[config.mk]
export PLATFORM = sky130hd
export DESIGN_NAME = serial_alu
export DESIGN_NICKNAME = d
export VERILOG_FILES = /design/src/rtl/serial_alu.sv
export SDC_FILE = /design/constraint.sdc
export NUM_CORES = 1
export LEC_CHECK = 0
export CAP_MARGIN = 15
export CORE_MARGIN = 3
export CORE_UTILIZATION = 30
export DETAILED_ROUTE_END_ITERATION = 12
export DONT_BUFFER_PORTS = 1
export GPL_TIMING_DRIVEN = 0
export PLACE_DENSITY = 0.43
export SYNTH_ARGS = -nofsm -noshare
export SYNTH_HDL_FRONTEND = slang
export SYNTH_SLANG_ARGS = --single-unit
[constraint.sdc]
create_clock -name clk -period 2.5 [get_ports clk]
set_input_delay 0.5 -clock clk [delete_from_list [all_inputs] [get_ports clk]]
set_output_delay 0.5 -clock clk [all_outputs]
set_load 0.03 [all_outputs]
[src/rtl/serial_alu.sv]
// rtl/serial_alu.sv - bit-serial ALU stage, LSB-first result burst with carry/zero/neg flags
module serial_alu #(
  parameter int WIDTH = 8
) (
  input  logic                     clk,
  input  logic                     rst_n,
  input  logic                     start,
  input  logic [2:0]               opcode,
  input  logic [WIDTH-1:0]         op_a,
  input  logic [WIDTH-1:0]         op_b,
  input  logic                     abort,
  output logic                     alu_result,
  output logic                     alu_valid,
  output logic [$clog2(WIDTH)-1:0] bit_count,
  output logic                     busy,
  output logic                     done,
  output logic                     carry_flag,
  output logic                     zero_flag,
  output logic                     neg_flag
);

  localparam int CW = $clog2(WIDTH);

  localparam logic [2:0] OP_ADD  = 3'b000;
  localparam logic [2:0] OP_SUB  = 3'b001;
  localparam logic [2:0] OP_AND  = 3'b010;
  localparam logic [2:0] OP_OR   = 3'b011;
  localparam logic [2:0] OP_XOR  = 3'b100;
  localparam logic [2:0] OP_PASS = 3'b101;
  localparam logic [2:0] OP_ADC  = 3'b110;

  typedef enum logic [1:0] {IDLE, RUN, DONE} state_t;

  state_t           state, next_state;
  logic [WIDTH-1:0] a_sh, b_sh;
  logic [2:0]       op_q;
  logic             carry_q;
  logic             zero_acc;
  logic             accept;
  logic             last_bit;
  logic             b_eff;
  logic             is_arith;
  logic             res_bit;
  logic             carry_nxt;

  assign accept   = start && (state != RUN);
  assign last_bit = (bit_count == CW'(WIDTH - 1));

  always_ff @(posedge clk or negedge rst_n) begin
    if (!rst_n) state <= IDLE;
    else        state <= next_state;
  end

  always_comb begin
    next_state = state;
    case (state)
      IDLE: if (start) next_state = RUN;
      RUN: begin
        // abort wins even on the final bit
        if (abort)         next_state = IDLE;
        else if (last_bit) next_state = DONE;
      end
      DONE:    next_state = start ? RUN : IDLE;
      default: next_state = IDLE;
    endcase
  end

  // Serial full adder; SUB inverts B and relies on carry_q preset to 1.
  always_comb begin
    b_eff     = (op_q == OP_SUB) ? ~b_sh[0] : b_sh[0];
    is_arith  = (op_q == OP_ADD) || (op_q == OP_SUB) || (op_q == OP_ADC);
    carry_nxt = is_arith & ((a_sh[0] & b_eff) | (carry_q & (a_sh[0] ^ b_eff)));
    res_bit   = 1'b0;
    case (op_q)
      OP_ADD, OP_SUB, OP_ADC: res_bit = a_sh[0] ^ b_eff ^ carry_q;
      OP_AND:  res_bit = a_sh[0] & b_sh[0];
      OP_OR:   res_bit = a_sh[0] | b_sh[0];
      OP_XOR:  res_bit = a_sh[0] ^ b_sh[0];
      OP_PASS: res_bit = b_sh[0];
      default: res_bit = 1'b0;
    endcase
  end

  assign alu_valid  = (state == RUN);
  assign busy       = (state == RUN);
  assign done       = (state == DONE);
  assign alu_result = alu_valid & res_bit;

  always_ff @(posedge clk or negedge rst_n) begin
    if (!rst_n) begin
      a_sh       <= '0;
      b_sh       <= '0;
      op_q       <= '0;
      carry_q    <= 1'b0;
      zero_acc   <= 1'b0;
      bit_count  <= '0;
      carry_flag <= 1'b0;
      zero_flag  <= 1'b0;
      neg_flag   <= 1'b0;
    end else if (accept) begin
      a_sh      <= op_a;
      b_sh      <= op_b;
      op_q      <= opcode;
      carry_q   <= (opcode == OP_SUB) | ((opcode == OP_ADC) & carry_flag);
      zero_acc  <= 1'b1;
      bit_count <= '0;
    end else if (state == RUN) begin
      if (abort) begin
        bit_count <= '0;
      end else begin
        a_sh     <= a_sh >> 1;
        b_sh     <= b_sh >> 1;
        carry_q  <= carry_nxt;
        zero_acc <= zero_acc & ~res_bit;
        if (last_bit) begin
          bit_count  <= '0;
          carry_flag <= carry_nxt;
          zero_flag  <= zero_acc & ~res_bit;
          neg_flag   <= res_bit;
        end else begin
          bit_count <= bit_count + CW'(1);
        end
      end
    end
  end

endmodule
Word level (Yosys, flattened, before mapping) --
Cells that the tools add are included.
Storage, ports and cells: bits in registers 29, input bits 23, output and inout port bits 10, logic and storage cells 76
Operators by class: add/sub/neg operators 1, eq/ne operators 15, muxes and demuxes 23, bitwise logic cells 17, reductions and logical operators 10
Operators by type and width (count):
- 2-to-1 mux 8 bit | 6
- == test 3 bit, second input constant | 5
- 2-to-1 mux 3 bit | 4
- 2-to-1 mux 1 bit | 8
- bitwise AND 1 bit | 7
- == test 3 x 1 -> 1 bit, second input constant | 2
- == test 3 x 2 -> 1 bit, second input constant | 2
- 2-to-1 mux 2 bit | 3
- one-hot mux 2 bit (3 select lines) | 1
- one-hot mux 1 bit (5 select lines) | 1
- inequality test 2 x 1 -> 1 bit, second input constant | 2
- NOT 1 bit | 4
- AND reduction 2 bit | 2
- AND reduction 4 bit | 1
- adder 3 x 1 -> 3 bit, second input constant | 1
- zero test 3 bit | 1
- inequality test 3 x 2 -> 1 bit, second input constant | 1
- OR 1 bit | 3
- OR reduction 3 bit | 1
- bitwise XOR 1 bit | 3
- == test 2 x 1 -> 1 bit, second input constant | 1
- == test 2 bit, second input constant | 1
- zero test 2 bit | 1
- logical OR 1 bit | 2
- 3 further kinds | 3

Depth between registers and ports, before layout --
Gate-level depths: netlist of run 1.
depth after elaboration 10, gate-level depth with buffers 5, depth with buffers taken out 5

Least setup slack after synthesis of run 1 --
No wires, ideal clock.
kind reg2out, from register op_q[1], to output alu_result, data arrival time 1876 ps, data required time 2000 ps, setup slack 124 ps, stages on the path, launching flop included 6, path buffers 0, cells stage by stage dfrtp_1 -> nor3b_1 -> xnor2_1 -> fa_1 -> o21ai_0 -> a21oi_1
On the way: word-level cells in the longest chain between the ends 6, elaborated cells between the ends (all ways) 13, classes of those cells eq/ne: 6; mux: 2; bitwise: 3; reduce/logical: 2
Ends and longest elaborated chain:
- from (decl) | line 36 | logic [2:0] op_q;
- from (signal assigned) | line 103 | op_q <= opcode;
- == test 3 x 1 -> 1 bit | line 70, 74
- 2-to-1 mux 1 bit | line 70 | b_eff = (op_q == OP_SUB) ? ~b_sh[0] : b_sh[0];
- bitwise XOR 1 bit (2 in series) | line 75 | OP_ADD, OP_SUB, OP_ADC: res_bit = a_sh[0] ^ b_eff ^ carry_q;
- one-hot mux 1 bit (5 select lines) (*) | line 74 | case (op_q)
- bitwise AND 1 bit (*) | line 87 | assign alu_result = alu_valid & res_bit;
- to (decl) | line 12 | output logic alu_result,
Every way passes the cells marked *; elsewhere a longest branch is shown, timed or not.

Worst setup path in the final report of run 1 --
Same ends and word-level chain as after synthesis.

==> impl_metrics.tcl, run 1 <==
set metrics [dict create \
    path_max_fanout 6 \
    dp.final_hpwl_um 2524 \
    cp-end-kind "output port" \
    startpoint_type "flop" \
    synthTopCellsByArea "dfrtp_1, and3_1, a221o_1, buf_6, a221o_2" \
    die_h_um 77.16 \
    syn_inst 124 \
    tightest_slew_ns 0.5115 \
    drt_iter0_drc 64 \
    status "complete, no violations" \
    gp_congestion 0.7328 \
    numCtsBuffers 5 \
    grt_usage_pct 12.86 \
    core_um2 4817 \
    antenna_cells 0 \
    grt_use_met3_pct 4.577 \
    final_layout_size_suffix_gt1_share_pct 31.34 \
    placed_cell_area_um2 1603 \
    setup_violations 0 \
    rows 25 \
    drc 0 \
    wl_per_cell_um 17.76 \
    yosys.area.top_type_share_pct 47.78 \
    crit_arrival_ns 1.91 \
    cellLeakagePower_uw 0.0008238 \
    via_count 1048 \
    die_w_um 77.16 \
    final_cell_area_um2 1754 \
    cts_sinks 29 \
    drv_cap 0 \
    synth_largest_area_cell "dfrtp_1" \
    hold_path_class "in2async" \
    area_growth_pct 15.49 \
    synth.avg_cell_area_um2 12.25 \
    wl_um 3570 \
    grt_max_degree 30 \
    top_usage_layer "met2" \
    drv_slew 0 \
    die_area_um2 5953 \
    synth_area_um2 1519 \
    fin_ws_ns 0.08929 \
    fin_hold_ws_ns 0.04093 \
    viasPerCell 5.214 \
    synthesis.nets 152 \
    pin_count 33 \
    fin_worst_skew_ns 0.004440 \
    grt_pass1_vias 1131 \
    cts_buffer_depth 2 \
    place.port_buffers 0 \
    synth-seq-cells 29 \
    synth_edf_count 0 \
    htreeDepth 2 \
    grt_pass1_wl_um 5878 \
    path_class "reg2out" \
    hold_viol_final 0 \
    detail-route-antenna-nets 0 \
    root_buffer "clkbuf_8" \
    grt_antenna_before_repair 0 \
    vdd_drop_max_mv 0.2736 \
    nets 162 \
    relSlewSlack_pct 65.90 \
    synth_common_cells "dfrtp_1, and3_1, a221o_1" \
    ys_types 41 \
    min_period_over_period_pct 96.43 \
    ys_warn_count 0 \
    cts_tree "done" \
    powerDensity_nw_per_um2 830.8 \
    async_flop_share_pct 100.0 \
    synth_most_common_cell "dfrtp_1" \
    clkTransAtPathRegs_ns 0.06 \
    synthFlopType "dfrtp_1" \
    first_pass_iters 4 \
    start_util_pct 31.53 \
    max_freq_mhz 414.8 \
    use_met2_pct 19.08 \
    grtUsageMet1_pct 17.11 \
    rsz0062_at_grt "yes" \
    utilization_pct 36.42 \
    crit_required_ns 2.00 \
    place_ws_ns -0.05155 \
    grt_overflow_total 0 \
    clock_latency_ns 0.28 \
    setup_tns_ns 0 \
    min_period_ns 2.411 \
    seq_area_frac_synth_pct 47.78 \
]
==> power breakdown <==
| group | switching (uW) | internal (uW) | leakage, uW |
|---|---|---|---|
| sequential | 85.6 | 568 | 0.000363 |
| combinational | 204 | 213 | 0.000416 |
| clock | 169 | 218 | 0.0000443 |
==> cells by family (layout without fill, tap and decap cells) <==
logic type | count (synthesis) | after routing | synth area share (%)
XOR/XNOR | 1 | 1 | 0.5767
buffers and inverters | 16 | 26 | 7.331
adder cells (fa/ha/maj) | 5 | 5 | 4.613
AND/OR/NAND/NOR | 34 | 34 | 14.99
flip-flops | 29 | 29 | 47.78
AO/OA/AOI/OAI | 35 | 35 | 21.01
multiplexers | 4 | 4 | 3.706
==> per-stage QoR <==
| stage | power (uW) | std cells |
|---|---|---|
| 6_report | 1457 | 201 |
| 5_1_grt | 1551 | 201 |
| 4_1_cts | 1448 | 199 |
| 3_5_place_dp | 1018 | 191 |
| 3_3_place_gp | 1007 | 191 |
| 2_1_floorplan | 938.4 | 124 |
==> cell usage in the layout, fill, tap and decap left out, types with 2 or more instances in the layout <==
cell type / count
dfrtp_1: 27
and3_1: 15
a221o_1: 9
buf_6: 6
inv_1: 6
clkbuf_8: 6
a221o_2: 5
ha_1: 4
mux2_4: 3
nor3b_1: 3
buf_4: 3
buf_2: 2
nor3b_2: 2
nand2_1: 2
nor2b_1: 2
nor2_1: 2
a21oi_4: 2
clkbuf_1: 2
a32o_1: 2
a31o_2: 2
o21ai_0: 2
a22o_2: 2
a21o_1: 2
o211ai_1: 2
dfrtp_2: 2
==> flip-flops by register name (all words and copies together) (netlist names) <==
signal / flops
zero_acc: 1
a_sh: 8
state: 2
carry_q: 1
neg_flag: 1
b_sh: 8
carry_flag: 1
bit_count: 3
op_q: 3
zero_flag: 1
==> final timing paths <==
kind | cells after the start | endpoint | from | slack, ns
worst min-delay path | 1 | bit_count[2] | rst_n | 0.04
min in group clk | 1 | op_q[2] | opcode[2] | 0.37
max in group asynchronous | 1 | op_q[1] | rst_n | 2.28
worst max register to register | 5 | zero_flag | op_q[1] | 0.77
worst min register to register | 1 | a_sh[3] | a_sh[3] | 0.51
worst max-delay path | 5 | alu_result | op_q[1] | 0.09
==> worst max-delay path, cell delays in order (launching register included) <==
cell,delay (ns)
dfrtp_2,0.44
nor3b_2,0.19
xnor2_1,0.10
fa_1,0.52
o21ai_2,0.10
a21oi_4,0.28
==> metal layers <==
metal | up-vias | share of wire, %
met2 | 20 | 46
met1 | 531 | 48
met3 | 5 | 4.3
met4 | 0 | 1.4
met5 | - | 0
li1 | 492 | -
==> cell type report <==
class / instances / area, um2
Fill cell: 498 / 3063
Sequential cell: 29 / 728.2
Multi-Input combinational cell: 79 / 709.4
Buffer: 10 / 88.84
Clock buffer: 7 / 86.33
Tap cell: 67 / 83.83
Timing Repair Buffer: 3 / 35.03
Inverter: 6 / 22.52
==> timing repair <==
action	CTS	global route
pin swaps	1	2
hold buffers	1	0
gates cloned	0	0
endpoints found under the hold margin	29	0
buffers inserted	0	2
endpoints found under the setup margin	1	1
gates resized for setup	4	4
Note: power is estimated with default switching activity, not from simulation.
==> inputs of run 2 (changes only) <==
--- a/config.mk
+++ b/config.mk
@@ -8,10 +8,13 @@
 export CAP_MARGIN = 15
 export CORE_MARGIN = 3
 export CORE_UTILIZATION = 30
+export CTS_CLUSTER_SIZE = 28
 export DETAILED_ROUTE_END_ITERATION = 12
 export DONT_BUFFER_PORTS = 1
 export GPL_TIMING_DRIVEN = 0
 export PLACE_DENSITY = 0.43
+export SKIP_LAST_GASP = 1
+export SLEW_MARGIN = 40
 export SYNTH_ARGS = -nofsm -noshare
 export SYNTH_HDL_FRONTEND = slang
 export SYNTH_SLANG_ARGS = --single-unit
==> results of run 2 <==
No change in the layout: final DEF, timing and power equal those of run 1.
